[src/rtl/jk_bank_driver.sv]
// Drives a bank of JK flip-flops from load/toggle/set/clear requests, with one tick per update.
// Build option JKDRV_READBACK_EN: verify Q after settling and re-drive on mismatch; otherwise done follows the tick.
`timescale 1ns/1ps

//  state    | meaning
//  S_IDLE   | ready for a request, drive outputs at 0
//  S_DRIVE  | tick high, J/K excitation presented to the bank
//  S_SETTLE | tick and J/K at 0 while the bank output settles
//  S_CHECK  | compare q_fb with the target value, then finish or re-drive
module jk_bank_driver #(
  parameter int WIDTH         = 8,
  parameter int SETTLE_CYCLES = 1,
  parameter int MAX_RETRY     = 2
) (
  input  logic             clock,
  input  logic             reset_n,
  input  logic             req_valid,
  output logic             req_ready,
  input  logic [1:0]       req_mode,
  input  logic [WIDTH-1:0] req_data,
  input  logic [WIDTH-1:0] q_fb,
  output logic [WIDTH-1:0] j_out,
  output logic [WIDTH-1:0] k_out,
  output logic             tick_out,
  output logic             busy,
  output logic             done,
  output logic             error
);

  localparam bit P_CFG_OK = (SETTLE_CYCLES >= 1) && (MAX_RETRY >= 0);

  typedef enum logic [1:0] {
    S_IDLE   = 2'd0,
    S_DRIVE  = 2'd1,
    S_SETTLE = 2'd2,
    S_CHECK  = 2'd3
  } state_t;

  state_t           r_state;
  logic [WIDTH-1:0] r_j;
  logic [WIDTH-1:0] r_k;
  logic             r_tick;
  logic             r_done;
  logic             w_accept;
  logic [WIDTH-1:0] w_j_acc;
  logic [WIDTH-1:0] w_k_acc;

  // An illegal parameter set leaves an empty marker scope in the elaborated hierarchy.
  if (!P_CFG_OK) begin : g_cfg_invalid
  end

  assign w_accept  = req_valid && (r_state == S_IDLE);
  assign req_ready = (r_state == S_IDLE);
  assign busy      = (r_state != S_IDLE);
  assign j_out     = r_j;
  assign k_out     = r_k;
  assign tick_out  = r_tick;
  assign done      = r_done;

  always_comb begin
    w_j_acc = '0;
    w_k_acc = '0;
    case (req_mode)
      2'b00: begin
        w_j_acc = req_data & ~q_fb;
        w_k_acc = ~req_data & q_fb;
      end
      2'b01: begin
        w_j_acc = req_data;
        w_k_acc = req_data;
      end
      2'b10: w_j_acc = req_data;
      default: w_k_acc = req_data;
    endcase
  end

`ifdef JKDRV_READBACK_EN
  localparam int SCW = (SETTLE_CYCLES > 1) ? $clog2(SETTLE_CYCLES) : 1;
  localparam int RCW = (MAX_RETRY > 0) ? $clog2(MAX_RETRY + 1) : 1;
  localparam logic [SCW-1:0] P_SETTLE_LOAD = SCW'(SETTLE_CYCLES - 1);
  localparam logic [RCW-1:0] P_RETRY_MAX   = RCW'(MAX_RETRY);

  logic [WIDTH-1:0] r_expected;
  logic [SCW-1:0]   r_settle_cnt;
  logic [RCW-1:0]   r_retry_cnt;
  logic             r_error;
  logic [WIDTH-1:0] w_expected;

  assign error = r_error;

  always_comb begin
    w_expected = req_data;
    case (req_mode)
      2'b01:   w_expected = q_fb ^ req_data;
      2'b10:   w_expected = q_fb | req_data;
      2'b11:   w_expected = q_fb & ~req_data;
      default: w_expected = req_data;
    endcase
  end

  always_ff @(posedge clock or negedge reset_n) begin
    if (!reset_n) begin
      r_state      <= S_IDLE;
      r_j          <= '0;
      r_k          <= '0;
      r_tick       <= 1'b0;
      r_done       <= 1'b0;
      r_error      <= 1'b0;
      r_expected   <= '0;
      r_settle_cnt <= '0;
      r_retry_cnt  <= '0;
    end else begin
      r_done  <= 1'b0;
      r_error <= 1'b0;
      case (r_state)
        S_IDLE: begin
          if (w_accept) begin
            r_state     <= S_DRIVE;
            r_j         <= w_j_acc;
            r_k         <= w_k_acc;
            r_tick      <= 1'b1;
            r_expected  <= w_expected;
            r_retry_cnt <= '0;
          end
        end
        S_DRIVE: begin
          r_state      <= S_SETTLE;
          r_j          <= '0;
          r_k          <= '0;
          r_tick       <= 1'b0;
          r_settle_cnt <= P_SETTLE_LOAD;
        end
        S_SETTLE: begin
          if (r_settle_cnt == '0) r_state <= S_CHECK;
          else                    r_settle_cnt <= r_settle_cnt - 1'b1;
        end
        S_CHECK: begin
          if (q_fb == r_expected) begin
            r_done  <= 1'b1;
            r_state <= S_IDLE;
          end else if (r_retry_cnt != P_RETRY_MAX) begin
            // Re-drive only the bits that still differ from the target.
            r_retry_cnt <= r_retry_cnt + 1'b1;
            r_j         <= r_expected & ~q_fb;
            r_k         <= ~r_expected & q_fb;
            r_tick      <= 1'b1;
            r_state     <= S_DRIVE;
          end else begin
            r_error <= 1'b1;
            r_state <= S_IDLE;
          end
        end
        default: r_state <= S_IDLE;
      endcase
    end
  end
`else
  assign error = 1'b0;

  always_ff @(posedge clock or negedge reset_n) begin
    if (!reset_n) begin
      r_state <= S_IDLE;
      r_j     <= '0;
      r_k     <= '0;
      r_tick  <= 1'b0;
      r_done  <= 1'b0;
    end else begin
      r_done <= 1'b0;
      case (r_state)
        S_IDLE: begin
          if (w_accept) begin
            r_state <= S_DRIVE;
            r_j     <= w_j_acc;
            r_k     <= w_k_acc;
            r_tick  <= 1'b1;
          end
        end
        S_DRIVE: begin
          r_state <= S_IDLE;
          r_j     <= '0;
          r_k     <= '0;
          r_tick  <= 1'b0;
          r_done  <= 1'b1;
        end
        default: r_state <= S_IDLE;
      endcase
    end
  end
`endif

endmodule

[config.mk]
export PLATFORM = sky130hd
export DESIGN_NAME = jk_bank_driver
export DESIGN_NICKNAME = d
export VERILOG_FILES = /design/src/rtl/jk_bank_driver.sv
export SDC_FILE = /design/constraint.sdc
export NUM_CORES = 1
export LEC_CHECK = 0
export BUFFER_PORTS_ARGS = -buffer_cell sky130_fd_sc_hd__buf_2
export CAP_MARGIN = 10
export CORE_MARGIN = 10
export CORE_UTILIZATION = 49
export DETAILED_ROUTE_END_ITERATION = 10
export PLACE_DENSITY = 0.87
export SLEW_MARGIN = 5
export SYNTH_ARGS = -nofsm -noshare
export SYNTH_HDL_FRONTEND = slang
export SYNTH_SLANG_ARGS = --single-unit
[constraint.sdc]
create_clock -name clock -period 2.89 [get_ports clock]
set_input_delay 0.1445 -clock clock [delete_from_list [all_inputs] [get_ports clock]]
set_output_delay 0.1445 -clock clock [all_outputs]
set_load 0.02 [all_outputs]
==> results_tabular.tex, run 1 <==
\begin{tabular}{lr}
\hline
Metric & Value \\
\hline
\multicolumn{2}{l}{\textbf{Clock network}} \\
Clock root cell & sky130\_fd\_sc\_hd\_\_clkbuf\_4 \\
Clock Path Buffers & 2 \\
Worst skew pair latency & 0.29 ns \\
Clock transition time at the flip-flop clock pins of the worst setup and hold paths & 0.09 ns \\
CTS tree & yes \\
Post-cts sizing count & 0 \\
H-tree lvl count & 1 \\
Clock sinks & 18 \\
Number of buffers created by CTS & 3 \\
\multicolumn{2}{l}{\textbf{Setup path}} \\
Last element of the critical path & k\_out[7] \\
Worst setup path start & tick\_out \\
Startpoint types & flop \\
Arrival @ worst endpoint & 1.77 ns \\
R2R depth & 3 \\
Crit end category & flop \\
Largest fanout of any net on the critical path & 14 \\
Flop-to-flop setup slack & 1.30 ns \\
Reg-to-Reg End & k\_out[7] \\
Worst EP required & 3.07 ns \\
Crit Path Class & flop to flop \\
Origin of the critical flop-to-flop path & tick\_out \\
\multicolumn{2}{l}{\textbf{Logic synthesis}} \\
EDFF count, synth & 0 \\
Most common cell in the netlist & sky130\_fd\_sc\_hd\_\_dfrtp\_1 \\
Area share of the largest cell type after synthesis & 0.462 \\
Total nets after synthesis & 121 \\
Number of warnings printed during yosys synthesis & 0 \\
Number of synthesized register bits & 18 \\
Sequential area share after synthesis & 0.462 \\
Leading cell types by total area after synthesis & sky130\_fd\_sc\_hd\_\_dfrtp\_1 (46\%), sky130\_fd\_sc\_hd\_\_a221o\_1 (8.2\%), sky130\_fd\_sc\_hd\_\_nand2b\_1 (5.8\%), sky130\_fd\_sc\_hd\_\_nor2b\_1 (5.8\%), sky130\_fd\_sc\_hd\_\_o2111ai\_1 (5.4\%) \\
Primary FF master, synth & sky130\_fd\_sc\_hd\_\_dfrtp\_1 \\
Fraction of registers with async set/reset & 1.00 \\
Avg Synthesized Cell Area & 10.2 µm² \\
Synth cell types & 22 \\
Cell area after technology mapping & 975 µm² \\
Largest area contributor in the synthesized netlist & sky130\_fd\_sc\_hd\_\_dfrtp\_1 \\
Gate count of the mapped netlist & 96 \\
Post-synth top cells & sky130\_fd\_sc\_hd\_\_dfrtp\_1 (18), sky130\_fd\_sc\_hd\_\_nand2b\_1 (9), sky130\_fd\_sc\_hd\_\_nor2b\_1 (9) \\
\multicolumn{2}{l}{\textbf{Finish}} \\
Sequential Area & 450 µm² \\
Area Growth Syn to Fin & 23.0\% \\
Share of layout cells above drive strength 1 & 0.346 \\
Number of diodes added for antenna fixing & 0 \\
Multi-input gate area in the final layout & 463 µm² \\
Post-Layout Cell Count & 160 \\
Post-layout net count & 160 \\
Fill cell total of the finished layout & 182 \\
\multicolumn{2}{l}{\textbf{Run status}} \\
Result of the run & completed \\
\multicolumn{2}{l}{\textbf{STA}} \\
Post-route clock period utilization & 0.551 \\
Worst slew slack as a fraction of its limit & 0.641 \\
Final count of negative-setup-slack endpoints & 0 \\
Maximum frequency from static timing analysis & 628 MHz \\
Total Neg Setup Slack & 0 ns \\
Period minus WS final & 1.59 ns \\
Worst-Margin Slew & 0.536 ns \\
Worst setup skew after layout & 0.00584 ns \\
RSZ-0062 raised after global routing & no \\
Final-report max-slew violation count & 0 \\
Endpoints failing hold & 0 \\
\multicolumn{2}{l}{\textbf{Route}} \\
Post-detailed-route DRC marker count & 0 \\
Via density per instance & 5.55 \\
Antenna violation net count after detailed routing & 0 \\
Count of TritonRoute iterations in the first routing pass & 4 \\
DRC marker count from the first detailed-route iteration & 26 \\
Overall via count from detail\_route & 888 \\
Mean routed wirelength per cell & 15.6 µm \\
Detailed-route wire length & 2500 µm \\
\multicolumn{2}{l}{\textbf{Floorplanning}} \\
Width of the die & 64.6 µm \\
Number of ports placed on the die boundary & 42 \\
Initial Utilization & 0.507 \\
Core area & 0.00192 mm² \\
DIE HEIGHT & 64.6 µm \\
Placement row count & 16 \\
Area of the die & 0.00417 mm² \\
\multicolumn{2}{l}{\textbf{Worst hold path}} \\
Number of cells traversed by the worst hold path & 2 \\
Type of the tightest min-delay check & input pin to flop \\
\multicolumn{2}{l}{\textbf{Placement}} \\
Number of port buffers & 40 \\
Dpl hpwl & 2030 µm \\
Routability congestion estimate from global placement & 0.857 \\
Placed cell count & 156 \\
\multicolumn{2}{l}{\textbf{Global routing}} \\
Global-route usage over all layers & 0.120 \\
Peak-usage layer in the global routing report & met2 \\
Maximum number of pins on one net before global-route repair & 19 \\
Antenna violations before repair & 0 \\
GR Util met2 & 0.201 \\
Met3 track demand over resource & 0.0395 \\
Wire length of the first global-routing pass & 4020 µm \\
Total gr overflow & 0 \\
Global Route met1 Usage & 0.129 \\
Via count of the first global-routing pass & 913 \\
\multicolumn{2}{l}{\textbf{Pwr}} \\
IR Drop Worst-Case VDD & 0.202 mV \\
Leakage power total & 0.591 nW \\
Power Density & 440 mW/mm² \\
\multicolumn{2}{l}{\textbf{Job}} \\
Reported max-cap violation count & 0 \\
\hline
\end{tabular}
==> sequential cells by signal (all words and copies together) (netlist names) <==
signal    cells
tick_out      1
k_out         8
j_out         8
done          1
==> cell usage in the layout (no fill, tap or decap) <==
| cell type | netlist | layout |
|---|---|---|
| sky130_fd_sc_hd__nor3_1 | 1 | 1 |
| sky130_fd_sc_hd__o2111ai_1 | 6 | 6 |
| sky130_fd_sc_hd__o211ai_1 | 2 | 2 |
| sky130_fd_sc_hd__nor2b_1 | 9 | 9 |
| sky130_fd_sc_hd__nor2_2 | 1 | 1 |
| sky130_fd_sc_hd__nand2b_1 | 9 | 9 |
| sky130_fd_sc_hd__dlygate4sd3_1 | 0 | 1 |
| sky130_fd_sc_hd__a21oi_1 | 8 | 8 |
| sky130_fd_sc_hd__nor4_1 | 7 | 7 |
| sky130_fd_sc_hd__dfrtp_1 | 18 | 18 |
| sky130_fd_sc_hd__buf_2 | 1 | 40 |
| sky130_fd_sc_hd__nand3b_1 | 1 | 1 |
| sky130_fd_sc_hd__nor2_1 | 1 | 1 |
| sky130_fd_sc_hd__clkbuf_4 | 0 | 3 |
| sky130_fd_sc_hd__nand2_1 | 7 | 7 |
| sky130_fd_sc_hd__nor3_4 | 1 | 1 |
| sky130_fd_sc_hd__ha_1 | 4 | 4 |
| sky130_fd_sc_hd__inv_2 | 1 | 1 |
| sky130_fd_sc_hd__a221o_1 | 8 | 8 |
| sky130_fd_sc_hd__conb_1 | 1 | 1 |
| sky130_fd_sc_hd__inv_1 | 4 | 4 |
==> layout make-up <==
cell class / instances / area share
sequential: 18 / 0.376
inverter: 5 / 0.0157
clock buffer: 3 / 0.0188
timing repair buffer: 41 / 0.175
multi-input combinational: 66 / 0.386
tap: 27 / 0.0282
==> power by group <==
part / internal, mW / leakage, nW / switching (mW)
Sequential: 0.269 / 0.240 / 0.0118
Clock: 0.0485 / 0.0138 / 0.0697
Combinational: 0.0479 / 0.337 / 0.0807
Total: 0.365 / 0.591 / 0.162
==> metal layers <==
layer | vias to the layer above | share of wire
met4 | 0 | 0.018
met2 | 36 | 0.48
li1 | 428 | -
met3 | 4 | 0.077
met5 | - | 0
met1 | 420 | 0.42
==> critical path, cell delays in order, from the launching register on <==
cell                       delay [ns]
sky130_fd_sc_hd__dfrtp_1         0.60
sky130_fd_sc_hd__nand2b_1        0.45
sky130_fd_sc_hd__nor3_4          0.12
sky130_fd_sc_hd__a221o_1         0.32
==> logic make-up (layout without fill, tap and decap cells) <==
logic type | Yosys count | count (layout) | share of synthesized area
fa+ha+maj | 4 | 4 | 0.0513
simple gates | 37 | 37 | 0.227
compound gates | 24 | 24 | 0.193
buf+inv | 12 | 49 | 0.0629
other cells | 1 | 1 | 0.00385
flops | 18 | 18 | 0.462
==> metrics by stage <==
| step | setup WS, ns | hold WS (ns) | instance area (µm²) | utilization | total power, mW |
|---|---|---|---|---|---|
| after floorplan | 1.61 | -0.151 | 975 | - | 0.363 |
| after global placement | 1.41 | 0.0794 | 1170 | 0.607 | 0.411 |
| after detailed placement | 1.32 | 0.0936 | 1170 | 0.607 | 0.415 |
| after CTS | 1.31 | 0.108 | 1200 | 0.624 | 0.534 |
| after global routing | 1.20 | 0.103 | 1200 | 0.624 | 0.558 |
| final | 1.30 | 0.111 | 1200 | 0.624 | 0.528 |
==> worst min path at each step <==
stage | start | endpoint
after floorplan | reset_n | done
after global placement | reset_n | k_out[5]
after detailed placement | reset_n | k_out[7]
after CTS | req_data[6] | k_out[6]
after global routing | req_data[6] | k_out[6]
final | req_data[6] | k_out[6]
==> what timing repair did <==
| action | in CTS | in global routing |
|---|---|---|
| endpoints found under the hold margin | 18 | 0 |
| hold buffers | 1 | 0 |
| setup buffers | 0 | 0 |
Power figures use the tool's default switching activity.
==> run 2: changes to the inputs <==
ABC_AREA = 1   (was default)
CORE_UTILIZATION = 42   (was 49)
PLACE_DENSITY = 0.8   (was 0.87)
clock period = 1.3 ns   (was 2.89 ns; I/O delays follow)
==> results_tabular.tex, run 2 <==
\begin{tabular}{lr}
\hline
Metric & Value \\
\hline
\multicolumn{2}{l}{\textbf{Clock network}} \\
Clock transition time at the flip-flop clock pins of the worst setup and hold paths & 0.10 ns (about the same) \\
Clock Path Buffers & 2 (unchanged) \\
H-tree lvl count & 1 (unchanged) \\
Clock root cell & sky130\_fd\_sc\_hd\_\_clkbuf\_4 \\
Number of buffers created by CTS & 3 (unchanged) \\
Post-CTS setup repair buffer count & 0 (unchanged) \\
CTS tree & yes \\
Post-cts sizing count & 0 (unchanged) \\
Clock sinks & 18 (unchanged) \\
Hold bufs inserted after CTS & 1 (unchanged) \\
Worst skew pair latency & 0.29 ns (about the same) \\
\multicolumn{2}{l}{\textbf{Finish}} \\
Fill cell total of the finished layout & 220 (+21\%) \\
Final standard cell area without fillers & 0.00124 mm² (+3.4\%) \\
Number of diodes added for antenna fixing & 0 (unchanged) \\
Post-layout net count & 194 (+21\%) \\
Multi-input gate area in the final layout & 448 µm² (-3.2\%) \\
Most common cell after layout, fill and taps aside & sky130\_fd\_sc\_hd\_\_nand2\_1 \\
Sequential Area & 450 µm² (unchanged) \\
Area Growth Syn to Fin & 26.1\% \\
Share of layout cells above drive strength 1 & 0.292 (-0.0542) \\
Most frequent cells in the layout & sky130\_fd\_sc\_hd\_\_nand2\_1 (48), sky130\_fd\_sc\_hd\_\_buf\_2 (40), sky130\_fd\_sc\_hd\_\_dfrtp\_1 (18) \\
\multicolumn{2}{l}{\textbf{Setup path}} \\
Startpoint types & flop \\
Flop-to-flop setup slack & 0.24 ns (-1.06 ns) \\
Critical Path Slowest Stage Cell & sky130\_fd\_sc\_hd\_\_dfrtp\_1 \\
Worst EP required & 1.24 ns (-1.83 ns) \\
Critical-path cell list & inv\_2, buf\_2 \\
Crit Path Class & flop to output pin \\
R2R depth & 5 (+2) \\
Reg-to-Reg End & j\_out[0] \\
Worst setup path start & tick\_out \\
Crit end category & output pin \\
Origin of the critical flop-to-flop path & tick\_out \\
Critical path's largest stage delay & 0.46 ns (-0.14 ns) \\
Largest fanout of any net on the critical path & 5 (-9) \\
Last element of the critical path & req\_ready \\
Arrival @ worst endpoint & 1.04 ns (-0.73 ns) \\
\multicolumn{2}{l}{\textbf{Pwr}} \\
Power Density & 1050 mW/mm² (+140\%) \\
Power share of the clock group & 0.266 (+0.042) \\
Sequential group share of total power & 0.483 (-0.049) \\
Sw Share & 0.321 (+0.0133) \\
IR Drop Worst-Case VDD & 0.692 mV (+240\%) \\
Leakage power total & 0.765 nW (+29\%) \\
Switch Pwr & 417 µW (+160\%) \\
Comb power frac & 0.251 (+0.007) \\
Final Total Pwr & 1.30 mW (+150\%) \\
Total internal power & 882 µW (+140\%) \\
\multicolumn{2}{l}{\textbf{Placement}} \\
Routability congestion estimate from global placement & 0.838 (-2.2\%) \\
Dpl hpwl & 2080 µm (+2.6\%) \\
Area post-placement & 0.00119 mm² (+2.4\%) \\
Number of port buffers & 40 (unchanged) \\
Worst setup slack after placement & 0.171 ns (-1.15 ns) \\
\multicolumn{2}{l}{\textbf{Global routing}} \\
Total gr overflow & 0 (unchanged) \\
Maximum number of pins on one net before global-route repair & 19 (unchanged) \\
Antenna violations before repair & 0 (unchanged) \\
Global-route usage over all layers & 0.120 (-0.000413) \\
Via count of the first global-routing pass & 1,032 (+13\%) \\
Wire length of the first global-routing pass & 4370 µm (+8.6\%) \\
\multicolumn{2}{l}{\textbf{Route}} \\
Overall via count from detail\_route & 946 (+6.5\%) \\
DRC marker count from the first detailed-route iteration & 19 (-27\%) \\
Count of TritonRoute iterations in the first routing pass & 4 (unchanged) \\
Detailed-route wire length & 2580 µm (+3.1\%) \\
Via density per instance & 4.83 (-13\%) \\
Mean routed wirelength per cell & 13.2 µm (-16\%) \\
Post-detailed-route DRC marker count & 0 (unchanged) \\
Antenna violation net count after detailed routing & 0 (unchanged) \\
\multicolumn{2}{l}{\textbf{STA}} \\
Maximum frequency from static timing analysis & 908 MHz \\
RSZ-0062 raised after global routing & no \\
Period minus WS final & 1.10 ns \\
Worst setup skew after layout & 0.00437 ns (-0.00147 ns) \\
Post-Route Hold Slack & 0.0123 ns (-0.0986 ns) \\
Final count of negative-setup-slack endpoints & 0 (unchanged) \\
Final-report max-slew violation count & 0 (unchanged) \\
Post-route clock period utilization & 0.847 \\
Setup ws final & 0.199 ns (-1.10 ns) \\
Endpoints failing hold & 0 (unchanged) \\
Total Neg Setup Slack & 0 ns (unchanged) \\
\multicolumn{2}{l}{\textbf{Logic synthesis}} \\
Leading cell types by total area after synthesis & sky130\_fd\_sc\_hd\_\_dfrtp\_1 (46\%), sky130\_fd\_sc\_hd\_\_nand2\_1 (18\%), sky130\_fd\_sc\_hd\_\_nand3\_1 (8.1\%), sky130\_fd\_sc\_hd\_\_inv\_1 (5.7\%), sky130\_fd\_sc\_hd\_\_ha\_1 (5.1\%) \\
EDFF count, synth & 0 (unchanged) \\
Post-synth top cells & sky130\_fd\_sc\_hd\_\_nand2\_1 (48), sky130\_fd\_sc\_hd\_\_dfrtp\_1 (18), sky130\_fd\_sc\_hd\_\_nand3\_1 (16) \\
Number of synthesized register bits & 18 (unchanged) \\
Fraction of registers with async set/reset & 1.00 (unchanged) \\
Largest area contributor in the synthesized netlist & sky130\_fd\_sc\_hd\_\_dfrtp\_1 \\
Most common cell in the netlist & sky130\_fd\_sc\_hd\_\_nand2\_1 \\
Gate count of the mapped netlist & 127 (+32\%) \\
Avg Synthesized Cell Area & 7.74 µm² (-24\%) \\
Total nets after synthesis & 152 (+26\%) \\
Number of warnings printed during yosys synthesis & 0 (unchanged) \\
Sequential area share after synthesis & 0.458 (-0.00412) \\
Primary FF master, synth & sky130\_fd\_sc\_hd\_\_dfrtp\_1 \\
Cell area after technology mapping & 983 µm² (+0.90\%) \\
Synth cell types & 14 (-36\%) \\
Area share of the largest cell type after synthesis & 0.458 (-0.00412) \\
\multicolumn{2}{l}{\textbf{Floorplanning}} \\
Number of ports placed on the die boundary & 42 (unchanged) \\
Width of the die & 68.4 µm (+5.9\%) \\
Core area & 0.00221 mm² (+15\%) \\
Initial Utilization & 0.445 (-0.0626) \\
Area of the die & 0.00468 mm² (+12\%) \\
DIE HEIGHT & 68.4 µm (+5.9\%) \\
Placement row count & 17 (+1) \\
\multicolumn{2}{l}{\textbf{Job}} \\
Reported max-cap violation count & 0 (unchanged) \\
\multicolumn{2}{l}{\textbf{Run status}} \\
Result of the run & completed \\
\multicolumn{2}{l}{\textbf{Worst hold path}} \\
Type of the tightest min-delay check & input pin to flop \\
\hline
\end{tabular}
run 2: cell count changes after synthesis, sizes merged, moves of 6 or more:
cell / before / now
nor4: 7 / 0
o21ai: 0 / 8
nand2: 7 / 49
o2111ai: 6 / 0
inv: 5 / 16
nand3: 0 / 16
nor2b: 9 / 0
nand2b: 9 / 0
a221o: 8 / 0
run 2: area by class of cell:
cell class | count | share of cell area
Tap cell | 28 | 0.0283
Timing Repair Buffer | 41 | 0.170
Inverter | 16 | 0.0484
Clock buffer | 4 | 0.0293
Multi-Input combinational cell | 89 | 0.361
Sequential cell | 18 | 0.363
run 2: cells by family (layout without fill, tap and decap cells):
logic type | after synthesis | after routing | synth area share
AND/OR/NAND/NOR | 68 | 68 | 0.319
buffers and inverters | 20 | 61 | 0.0865
flip-flops | 18 | 18 | 0.458
AO/OA/AOI/OAI | 16 | 16 | 0.0814
adder cells (fa/ha/maj) | 4 | 4 | 0.0509
other | 1 | 1 | 0.00381
run 2: worst max-delay path: cells and delay by family, from the launching register on:
| family | cells | cell delay [ns] |
|---|---|---|
| flip-flops | 1 | 0.46 |
| buffers and inverters | 2 | 0.29 |
run 2: per-layer routing:
layer	part of all wire	wire length, µm	vias to the layer above	global-route usage
met5	0	0	-	0
met4	0.025	65	0	0.0603
li1	-	-	476	-
met1	0.36	941	438	0.114
met3	0.062	159	6	0.0261
met2	0.55	1410	26	0.232
run 2: per-stage QoR:
step                      instances   util
final                           196  0.561
after global routing            196  0.561
after CTS                       196  0.561
after detailed placement        191  0.540
after global placement          191  0.540
after floorplan                 127      -
run 2: power by group through the flow:
stage | registers [mW] | clock network (mW) | logic (mW)
floorplan | 0.696 | 0 | 0.141
global placement | 0.637 | 0 | 0.321
detailed placement | 0.639 | 0 | 0.328
CTS | 0.628 | 0.347 | 0.331
global route | 0.633 | 0.378 | 0.364
finish | 0.628 | 0.345 | 0.326
run 2: how the worst min path moves through the flow:
stage                            from  endpoint  slack (ns)  cells past startpoint
after detailed placement      reset_n  j_out[6]        0.02                      1
after floorplan               reset_n      done       -0.23                      0
final                     req_data[3]  j_out[3]        0.01                      3
after CTS                 req_data[7]  j_out[7]        0.02                      3
after global routing      req_data[6]  j_out[6]        0.02                      3
after global placement        reset_n  j_out[6]        0.01                      1
==> run 3: changes to the inputs <==
clock period = 0.9 ns   (was 1.3 ns; I/O delays follow)
==> results_tabular.tex, run 3 (same netlist as run 2, synthesis figures left out) <==
\begin{tabular}{lr}
\hline
Metric & Value \\
\hline
\multicolumn{2}{l}{\textbf{Global routing}} \\
Maximum number of pins on one net before global-route repair & 19 (unchanged) \\
Antenna violations before repair & 0 (unchanged) \\
Wire length of the first global-routing pass & 5050 µm (+16\%) \\
Total gr overflow & 0 (unchanged) \\
Via count of the first global-routing pass & 1,156 (+12\%) \\
Global-route usage over all layers & 0.138 (+0.0185) \\
\multicolumn{2}{l}{\textbf{Floorplanning}} \\
Placement row count & 17 (unchanged) \\
Number of ports placed on the die boundary & 42 (unchanged) \\
DIE HEIGHT & 68.4 µm (unchanged) \\
Core area & 0.00221 mm² (unchanged) \\
Area of the die & 0.00468 mm² (unchanged) \\
Width of the die & 68.4 µm (unchanged) \\
Initial Utilization & 0.445 (unchanged) \\
\multicolumn{2}{l}{\textbf{Setup path}} \\
Arrival @ worst endpoint & 1.29 ns (+0.25 ns) \\
Startpoint types & flop \\
Largest fanout of any net on the critical path & 5 (unchanged) \\
Most common cell on crit path & sky130\_fd\_sc\_hd\_\_nand2\_1 \\
Reg-to-Reg End & k\_out[1] \\
Critical path's largest stage delay & 0.45 ns (about the same) \\
Critical Path Slowest Stage Cell & sky130\_fd\_sc\_hd\_\_dfrtp\_2 \\
Worst Path Buf+Inv & 2 (unchanged) \\
Critical-path cell list & clkinv\_4, buf\_4, nand2\_4, a21oi\_2, nand2\_1, nand2\_1 \\
Flop-to-flop setup slack & -0.15 ns (-0.39 ns) \\
Crit Path Class & flop to flop \\
Crit. path cell count & 6 (+4) \\
R2R depth & 6 (+1) \\
CP delay by family, top & flip-flops \\
Origin of the critical flop-to-flop path & tick\_out \\
Worst EP required & 1.13 ns (-0.11 ns) \\
Crit end category & flop \\
\multicolumn{2}{l}{\textbf{STA}} \\
RSZ-0062 raised after global routing & yes \\
Endpoints failing hold & 0 (unchanged) \\
Maximum frequency from static timing analysis & 948 MHz \\
Setup ws final & -0.154 ns (-0.354 ns) \\
Total Neg Setup Slack & -2.38 ns (-2.38 ns) \\
Final-report max-slew violation count & 0 (unchanged) \\
Period minus WS final & 1.05 ns \\
Post-route clock period utilization & 1.17 \\
Final count of negative-setup-slack endpoints & 20 (+20) \\
Worst setup skew after layout & 0.00616 ns (+0.00179 ns) \\
\multicolumn{2}{l}{\textbf{Worst hold path}} \\
Hold path startpoint & req\_data[4] \\
Type of the tightest min-delay check & input pin to flop \\
Hold endpoint & j\_out[4] \\
Number of cells traversed by the worst hold path & 3 (unchanged) \\
\multicolumn{2}{l}{\textbf{Run status}} \\
Result of the run & finished, violations left \\
Failing checks & negative setup slack \\
\multicolumn{2}{l}{\textbf{Finish}} \\
Most common cell after layout, fill and taps aside & sky130\_fd\_sc\_hd\_\_nand2\_1 \\
Most frequent cells in the layout & sky130\_fd\_sc\_hd\_\_nand2\_1 (47), sky130\_fd\_sc\_hd\_\_buf\_2 (21), sky130\_fd\_sc\_hd\_\_buf\_6 (20) \\
Core occupancy in the finished layout & 0.714 (+0.153) \\
Post-Layout Cell Count & 215 (+9.7\%) \\
Area Growth Syn to Fin & 60.6\% \\
Post-layout net count & 213 (+9.8\%) \\
Number of diodes added for antenna fixing & 0 (unchanged) \\
Final standard cell area without fillers & 0.00158 mm² (+27\%) \\
Share of layout cells above drive strength 1 & 0.417 (+0.125) \\
\multicolumn{2}{l}{\textbf{Clock network}} \\
Clock sinks & 18 (unchanged) \\
H-tree lvl count & 1 (unchanged) \\
Clock transition time at the flip-flop clock pins of the worst setup and hold paths & 0.10 ns (about the same) \\
Worst skew pair latency & 0.29 ns (about the same) \\
CTS tree & yes \\
Clock Path Buffers & 2 (unchanged) \\
Number of buffers created by CTS & 3 (unchanged) \\
Clock root cell & sky130\_fd\_sc\_hd\_\_clkbuf\_4 \\
\multicolumn{2}{l}{\textbf{Route}} \\
Detailed-route wire length & 3100 µm (+20\%) \\
DRC marker count from the first detailed-route iteration & 60 (+41) \\
Count of TritonRoute iterations in the first routing pass & 4 (unchanged) \\
Mean routed wirelength per cell & 14.4 µm (+9.4\%) \\
Via density per instance & 5.00 (+3.5\%) \\
Antenna violation net count after detailed routing & 0 (unchanged) \\
Post-detailed-route DRC marker count & 0 (unchanged) \\
Overall via count from detail\_route & 1,074 (+14\%) \\
\multicolumn{2}{l}{\textbf{Placement}} \\
Number of port buffers & 40 (unchanged) \\
Area post-placement & 0.00128 mm² (+7.1\%) \\
Worst setup slack after placement & -0.173 ns (-0.343 ns) \\
Placed cell count & 199 (+4.2\%) \\
Dpl hpwl & 2210 µm (+6.2\%) \\
Routability congestion estimate from global placement & 0.895 (+6.8\%) \\
\multicolumn{2}{l}{\textbf{Pwr}} \\
Power share of the clock group & 0.201 (-0.065) \\
Power Density & 1290 mW/mm² (+23\%) \\
Switch Pwr & 664 µW (+59\%) \\
Total internal power & 1.37 mW (+55\%) \\
Leakage power total & 0.880 nW (+15\%) \\
Sequential group share of total power & 0.452 (-0.031) \\
IR Drop Worst-Case VDD & 0.819 mV (+18\%) \\
Sw Share & 0.327 (+0.00595) \\
Comb power frac & 0.347 (+0.096) \\
\multicolumn{2}{l}{\textbf{Job}} \\
Reported max-cap violation count & 0 (unchanged) \\
\hline
\end{tabular}
==> run 3: worst reg2reg max path, stage by stage, from the launching register on <==
cell and delay [ns]:
sky130_fd_sc_hd__dfrtp_2 0.45, sky130_fd_sc_hd__clkinv_4 0.09, sky130_fd_sc_hd__buf_4 0.12, sky130_fd_sc_hd__nand2_4 0.08, sky130_fd_sc_hd__a21oi_2 0.13, sky130_fd_sc_hd__nand2_1 0.07, sky130_fd_sc_hd__nand2_1 0.06
==> run 3: worst max-delay path by stage <==
stage	startpoint	to	slack, ns
floorplan	tick_out	j_out[0]	-0.11
global placement	req_mode[0]	k_out[6]	-0.09
detailed placement	req_mode[0]	k_out[0]	-0.17
CTS	tick_out	busy	-0.16
global route	tick_out	j_out[7]	-0.21
finish	tick_out	k_out[1]	-0.15
==> run 3: power by group through the flow <==
stage	logic (mW)	registers, mW	clock network [mW]
floorplan	0.211	1.01	0
global placement	0.510	0.919	0
detailed placement	0.525	0.922	0
CTS	0.579	0.907	0.416
global route	0.767	0.924	0.469
finish	0.706	0.919	0.409
==> run 3: cell type report <==
type	count	area, µm²
flip-flops and latches	18	452
clock buffers	4	26.3
well taps	28	35.0
multi-input cells	90	515
repair buffers	59	485
fillers	173	633
inverters	16	65.1
==> run 3: stage by stage <==
stage | power [mW] | hold slack [ns]
floorplan | 1.22 | -0.251
global placement | 1.43 | -0.0134
detailed placement | 1.45 | -0.00000477
CTS | 1.90 | 0.00105
global route | 2.16 | 0.00321
finish | 2.03 | 0.000274
==> run 3: what timing repair did <==
action,CTS,global route
pin swaps,0,3
setup buffers,0,8
gates cloned,1,0
setup endpoints to repair,19,35
gates resized for setup,16,36
hold buffers,2,1
hold endpoints to repair,19,1
==> run 3: metal layers <==
layer  routed length (µm)  part of all wire  global-route usage  up-vias
met5                    0                 0                   0        -
met3                  138             0.045              0.0261       11
li1                     -                 -                   -      515
met2                 1660              0.54               0.253       39
met1                 1190              0.38               0.144      509
met4                  107             0.035              0.0754        0
